$ cat src/rtl/guess_engine.sv
// Number-guessing game core: digit entry, guess compare, hints, guess budget, rounds, countdown.
// Latency: confirm in PLAY -> CHECK next cycle; hint/guesses_left/round/next state one cycle later.
// Backpressure: none; all inputs are single-cycle pulses, and any pulse the current state does not use is dropped.
//
// Ports:
//   clk          system clock
//   rst          asynchronous active-low reset
//   tick_1hz     one-cycle pulse per second (used only when GUESS_TIMER_EN is defined)
//   digit_up     per-digit increment pulses, bit 0 = least significant digit
//   confirm      confirm pulse (start game / submit guess / next round / restart)
//   target       BCD target, held stable from the cycle after target_req
//   target_req   one-cycle request for a new target
//   guess        current BCD guess
//   hint         compare result: none, guess low, guess high or equal
//   guesses_left remaining wrong guesses this round
//   round        rounds completed
//   timer        seconds remaining in the round
//   game_state   000 IDLE, 001 PLAY, 010 CHECK, 011 ROUND_WON, 100 GAME_WON, 101 GAME_LOST
//
// Build option: define GUESS_TIMER_EN to compile in the countdown timer and the
// timeout loss. Without it, timer is the constant TIME_LIMIT and tick_1hz is unused.

module guess_engine #(
  parameter int DIGITS      = 3,
  parameter int MAX_GUESSES = 5,
  parameter int ROUNDS      = 3,
  parameter int TIME_LIMIT  = 99
) (
  input  logic                  clk,
  input  logic                  rst,
  input  logic                  tick_1hz,
  input  logic [DIGITS-1:0]     digit_up,
  input  logic                  confirm,
  input  logic [4*DIGITS-1:0]   target,
  output logic                  target_req,
  output logic [4*DIGITS-1:0]   guess,
  output logic [1:0]            hint,
  output logic [2:0]            guesses_left,
  output logic [2:0]            round,
  output logic [6:0]            timer,
  output logic [2:0]            game_state
);

  localparam logic [2:0] MAX_G    = 3'(MAX_GUESSES);
  localparam logic [2:0] ROUNDS_L = 3'(ROUNDS);
  localparam logic [6:0] TL       = 7'(TIME_LIMIT);

  localparam logic [1:0] HINT_NONE  = 2'b00;
  localparam logic [1:0] HINT_LOW   = 2'b01;
  localparam logic [1:0] HINT_HIGH  = 2'b10;
  localparam logic [1:0] HINT_EQUAL = 2'b11;

  typedef enum logic [2:0] {
    S_IDLE      = 3'd0,
    S_PLAY      = 3'd1,
    S_CHECK     = 3'd2,
    S_ROUND_WON = 3'd3,
    S_GAME_WON  = 3'd4,
    S_GAME_LOST = 3'd5
  } state_t;

  state_t state;

  assign game_state = state;

  // ---------------------------------------------------------------------------
  // Guess digit increment: every requested digit steps 0..9 and wraps.
  // ---------------------------------------------------------------------------
  logic [4*DIGITS-1:0] guess_inc;

  always_comb begin
    guess_inc = guess;
    for (int i = 0; i < DIGITS; i++) begin
      if (digit_up[i]) begin
        guess_inc[4*i +: 4] = (guess[4*i +: 4] == 4'd9) ? 4'd0 : guess[4*i +: 4] + 4'd1;
      end
    end
  end

  // ---------------------------------------------------------------------------
  // BCD magnitude compare, most significant digit first. The first digit that
  // differs decides; if none differs the values are equal.
  // ---------------------------------------------------------------------------
  logic [1:0] cmp_result;

  always_comb begin
    cmp_result = HINT_EQUAL;
    for (int i = DIGITS - 1; i >= 0; i--) begin
      if (cmp_result == HINT_EQUAL) begin
        if (guess[4*i +: 4] < target[4*i +: 4]) begin
          cmp_result = HINT_LOW;
        end else if (guess[4*i +: 4] > target[4*i +: 4]) begin
          cmp_result = HINT_HIGH;
        end
      end
    end
  end

  // ---------------------------------------------------------------------------
  // Countdown timer (optional). Reloaded whenever a round (re)starts or the
  // game returns to IDLE; counts down only in PLAY on a tick that does not
  // coincide with confirm, and sticks at zero.
  // ---------------------------------------------------------------------------
  logic timed_out;

`ifdef GUESS_TIMER_EN
  logic [6:0] timer_q;
  logic       timer_reload;
  logic       timer_dec;

  assign timer_reload = confirm && (state == S_IDLE || state == S_ROUND_WON ||
                                    state == S_GAME_WON || state == S_GAME_LOST);
  assign timer_dec    = (state == S_PLAY) && tick_1hz && !confirm && (timer_q != 7'd0);
  assign timed_out    = (timer_q == 7'd0);
  assign timer        = timer_q;

  always_ff @(posedge clk or negedge rst) begin
    if (!rst) begin
      timer_q <= TL;
    end else if (timer_reload) begin
      timer_q <= TL;
    end else if (timer_dec) begin
      timer_q <= timer_q - 7'd1;
    end
  end
`else
  logic unused_tick;

  assign unused_tick = tick_1hz;
  assign timed_out   = 1'b0;
  assign timer       = TL;
`endif

  // ---------------------------------------------------------------------------
  // Game FSM with registered outputs.
  // ---------------------------------------------------------------------------
  always_ff @(posedge clk or negedge rst) begin
    if (!rst) begin
      state        <= S_IDLE;
      guess        <= '0;
      hint         <= HINT_NONE;
      guesses_left <= MAX_G;
      round        <= 3'd0;
      target_req   <= 1'b0;
    end else begin
      target_req <= 1'b0;

      case (state)
        S_IDLE: begin
          if (confirm) begin
            state        <= S_PLAY;
            target_req   <= 1'b1;
            guesses_left <= MAX_G;
            guess        <= '0;
            hint         <= HINT_NONE;
          end
        end

        S_PLAY: begin
          // An expired timer ends the round before any entry in that cycle
          // is considered, including a late confirm.
          if (timed_out) begin
            state <= S_GAME_LOST;
          end else if (confirm) begin
            // Digit presses coinciding with confirm are dropped so the
            // submitted guess is exactly what the player saw.
            state <= S_CHECK;
          end else begin
            guess <= guess_inc;
          end
        end

        S_CHECK: begin
          hint <= cmp_result;
          if (cmp_result == HINT_EQUAL) begin
            round <= round + 3'd1;
            state <= (round + 3'd1 == ROUNDS_L) ? S_GAME_WON : S_ROUND_WON;
          end else begin
            // guesses_left is at least 1 here: PLAY is only entered with a
            // non-zero budget and the last wrong guess leaves to GAME_LOST.
            guesses_left <= guesses_left - 3'd1;
            state        <= (guesses_left == 3'd1) ? S_GAME_LOST : S_PLAY;
          end
        end

        S_ROUND_WON: begin
          // The hint keeps showing the winning result until the next check.
          if (confirm) begin
            state        <= S_PLAY;
            target_req   <= 1'b1;
            guesses_left <= MAX_G;
            guess        <= '0;
          end
        end

        S_GAME_WON, S_GAME_LOST: begin
          if (confirm) begin
            state        <= S_IDLE;
            guess        <= '0;
            hint         <= HINT_NONE;
            guesses_left <= MAX_G;
            round        <= 3'd0;
          end
        end

        default: begin
          state <= S_IDLE;
        end
      endcase
    end
  end

endmodule

$ cat config.mk
export PLATFORM = sky130hd
export DESIGN_NAME = guess_engine
export DESIGN_NICKNAME = d
export VERILOG_FILES = /design/src/rtl/guess_engine.sv
export SDC_FILE = /design/constraint.sdc
export NUM_CORES = 1
export LEC_CHECK = 0
export ABC_AREA = 1
export CAP_MARGIN = 20
export CELL_PAD_IN_SITES_DETAIL_PLACEMENT = 0
export CELL_PAD_IN_SITES_GLOBAL_PLACEMENT = 1
export CORE_MARGIN = 3
export CORE_UTILIZATION = 34
export CTS_BUF_LIST = sky130_fd_sc_hd__clkbuf_16
export DETAILED_ROUTE_END_ITERATION = 6
export GPL_ROUTABILITY_DRIVEN = 0
export PLACE_DENSITY_LB_ADDON = 0.08
export SLEW_MARGIN = 20
export SYNTH_ARGS = -nofsm -noshare
export SYNTH_HDL_FRONTEND = slang
export SYNTH_SLANG_ARGS = --single-unit
$ cat constraint.sdc
create_clock -name clk -period 2.1 [get_ports clk]
set_input_delay 0.42 -clock clk [delete_from_list [all_inputs] [get_ports clk]]
set_output_delay 0.42 -clock clk [all_outputs]
set_load 0.005 [all_outputs]
==> summary.txt <==
Status
  • Status: finished, final reports clean

Synth
  • Multiplexer share of the synthesized area: 0%
  • Mean post-synth cell area: between 7 and 8 um^2
  • Gate Count Post-Synth: 233
  • Area share of and/or/nand/nor cells after synthesis: about a quarter
  • FF+latch count, synth: 24
  • Main combinational cell family by area after synthesis: simple AND/OR/NAND/NOR gates
  • Synth top area cells: dfrtp_1 (31%), ha_1 (15%), nand2_1 (10%)
  • Synth area leader: dfrtp_1
  • Synth Area in Compound Gates: between 10 and 15%
  • Syn. warnings: 0
  • Sequential share of the synthesized area: between 30% and 40%
  • Post-synthesis instance area: 0.001780 mm^2
  • Adder-cell area share of the yosys netlist: between 15 and 20%
  • Post-synth top area share: between 30% and 40%
  • Post-synthesis xor/xnor area fraction: roughly 1.5%
  • Synth cell types: 30

Power
  • Leak pwr: 1.241 nW
  • Sequential group share of total power: between 20% and 30%
  • Clock share of power: between 10 and 15%
  • Switching power: about 0.0013 W
  • Pint: about 0.0017 W
  • Comb pwr share: approximately 57%
  • Total power: just under 0.003 W
  • Sw Ratio: 42.66%
  • PwrDens: 1215 mW/mm^2
  • VDD IR max: 471.2 uV

Global route
  • Grt ovf: 0
  • Largest net degree at the start of global routing: 25
  • First-pass GRT wire length: 6.879 mm
  • Initial antenna violation count: 0
  • Vias in the first global route: 1519
  • GR Util All Layers: around 14%

Timing
  • Fmax: approximately 510 MHz
  • Ratio of final minimum period to clock period: approximately 93%
  • Final Critical Period: ~2.0 ns
  • Max-slew violation count: 0
  • Final hold violation count: 0
  • WHS: between 0.4 and 0.5 ns
  • Layout Skew: a little under 0.004 ns
  • Finish-stage setup viols: 0
  • RSZ-0062 raised after global routing: true

Routing
  • ANT nets after route: 0
  • Iter 0 DRT Violations: 29
  • Pre-antenna DRT Iters: 4
  • DRC: 0
  • Drt wl/cell: roughly 11 um
  • Vias: roughly 1600
  • Final WL: 3.966 mm
  • Routed vias/inst: approximately 4.5

Worst setup path
  • Critical Path AT: 2.11 ns
  • Nature of the critical path startpoint: input port
  • Slowest stage delay, CP: ~0.45 ns
  • Crit path cell chain: clkdlybuf4s50_1, inv_1, ha_1, inv_1, o21bai_1, nand2_1, nand2_1, nand3_1, nor2_4, buf_6, nand3b_1, nand2_1, o21ai_1
  • R2R cell count: 13
  • Peak fanout along the critical path: 3
  • Most used cell, CP: nand2_1
  • CP required: 2.25 ns
  • Crit. End Element: register
  • WS Path Type: in2reg
  • CP max stage cell: clkdlybuf4s50_1

Floorplan
  • Die Area: slightly above 0.006 mm^2
  • Rows: 25
  • Die X: about 78 um
  • Core ar.: about 0.005 mm^2
  • Initial Utilization: between 30 and 40%
  • Die Y-Extent: 78.37 um
  • Num ports: 50

Hold path
  • Hold Path Class: reg2reg
  • Hold path depth: 2

Finish
  • Net count, final: ~330
  • Antenna fix cells: 0
  • Multi-input combinational cell area: around 0.0011 mm^2
  • Share of layout cells above drive strength 1: around 14%
  • Final Cell Area: 0.002451 mm^2
  • Fillers: around 490
  • Area grow syn2layout: 37.67%
  • Register area: around 600 um^2
  • Non-Filler Instances: 350

Clock network
  • CTS tree: yes
  • Clock-pin slew on the worst setup and hold paths: ~0.060 ns
  • CTS HTree Levels: 1
  • Clock latency on the worst-skew pair: about 0.26 ns
  • Bufs on Longest Clock Path: 2
  • Sinks on Clock Net: 24
  • Num CTS Buffers: 3
  • Clock root buffer: clkbuf_16
  • Hold_buf cts: 0

Run
  • Total of max-cap violations: 0

Placed design
  • Placed cells: 345
  • Dpl hpwl: a little over 3 mm
  • IO Port Bufs: 41
  • Placed Area: ~0.0023 mm^2
## Yosys cell counts
master	instances
o21ai_0	14
nor2_1	17
a31oi_1	2
and2_1	1
buf_4	7
nand2_1	48
nand3_1	14
inv_1	38
nor4_1	1
nand2_4	1
inv_2	3
dfstp_2	2
nand3b_1	2
nor3b_2	1
a21oi_1	6
nor2_2	3
o21a_1	1
dfrtp_1	22
nor3_1	6
o21ai_1	2
o21bai_1	2
ha_1	22
o22ai_1	4
or2_2	1
xor2_1	3
a22oi_1	1
conb_1	2
nand2_2	4
nor2_4	2
o21ai_4	1
## layout make-up
cell class,count,area share (%)
clock inverters,1,0.1531
clock buffers,3,3.063
multi-input cells,166,43.13
well taps,67,3.420
inverters,41,6.279
flip-flops and latches,24,24.60
repair buffers,48,19.35
## layout by cell type (no fill, tap or decap), types with 3 or more instances in the layout
cell	n
a21oi_1	6
o21ai_1	7
buf_4	6
nor2_4	3
nand2_4	3
nor3_1	6
conb_1	7
clkdlybuf4s50_1	38
ha_4	3
o22ai_1	4
nor2_1	17
clkbuf_16	3
o21ai_0	9
nand3_1	13
dfrtp_1	22
nand2_1	44
ha_1	19
inv_1	35
xor2_1	3
nand2_2	6
inv_2	7
dlymetal6s2s_1	3
## flip-flops by register name, indices dropped and copies added, names as in the netlist
register,flops
game_state,3
guess,12
target_req,1
round,3
guesses_left,3
hint,2
## worst max-delay path: cells and delay by family
kind / cells / cell delay, ns
fa+ha+maj: 1 / 0.29
buf+inv: 4 / 0.66
simple gates: 6 / 0.57
compound gates: 2 / 0.17
## metrics by stage
step | worst slack [ns] | setup TNS (ns) | util, %
2_1_floorplan | 0.3668 | 0 | -
3_3_place_gp | -0.2454 | -1.781 | 46.85
3_5_place_dp | -0.2965 | -2.128 | 46.85
4_1_cts | 0.03710 | 0 | 48.51
5_1_grt | -0.0004412 | -0.0004412 | 50.23
6_report | 0.1407 | 0 | 50.23
## metal layers
| layer | GRT usage [%] | wire [um] |
|---|---|---|
| met5 | 0 | 0 |
| met3 | 3.670 | 163 |
| met1 | 18.34 | 1974 |
| met4 | 3.147 | 24 |
| met2 | 22.77 | 1804 |
## worst paths after layout
| path | start | end | slack (ns) |
|---|---|---|---|
| max in group asynchronous | rst | guesses_left[0] | 1.28 |
| hold / removal | guesses_left[2] | guesses_left[2] | 0.49 |
| hold reg to reg | guesses_left[2] | guesses_left[2] | 0.49 |
| setup / recovery | target[5] | game_state[0] | 0.14 |
| setup reg to reg | guess[11] | game_state[0] | 0.31 |
| min in group asynchronous | rst | guess[6] | 0.52 |
## power by group through the flow
| stage | registers [W] | logic, W | clock network [W] |
|---|---|---|---|
| 5_1_grt | 0.000892 | 0.00195 | 0.000459 |
| 4_1_cts | 0.000851 | 0.00166 | 0.000434 |
| 6_report | 0.000853 | 0.00170 | 0.000423 |
| 3_3_place_gp | 0.000858 | 0.00164 | 0 |
| 2_1_floorplan | 0.000847 | 0.000984 | 0 |
| 3_5_place_dp | 0.000857 | 0.00165 | 0 |
## repair_timing
item	CTS	global route
buffers inserted	0	1
setup endpoints to repair	3	9
resized for setup	1	23
pin swaps	0	12
## kinds of logic after synthesis
group,count (synthesis)
adders and majority gates,22
other,2
and+or+nand+nor,101
buffers and inverters,48
xor gates and xnor gates,3
DFF,24
AOI/OAI and AO/OA,33
Power figures use the tool's default switching activity.
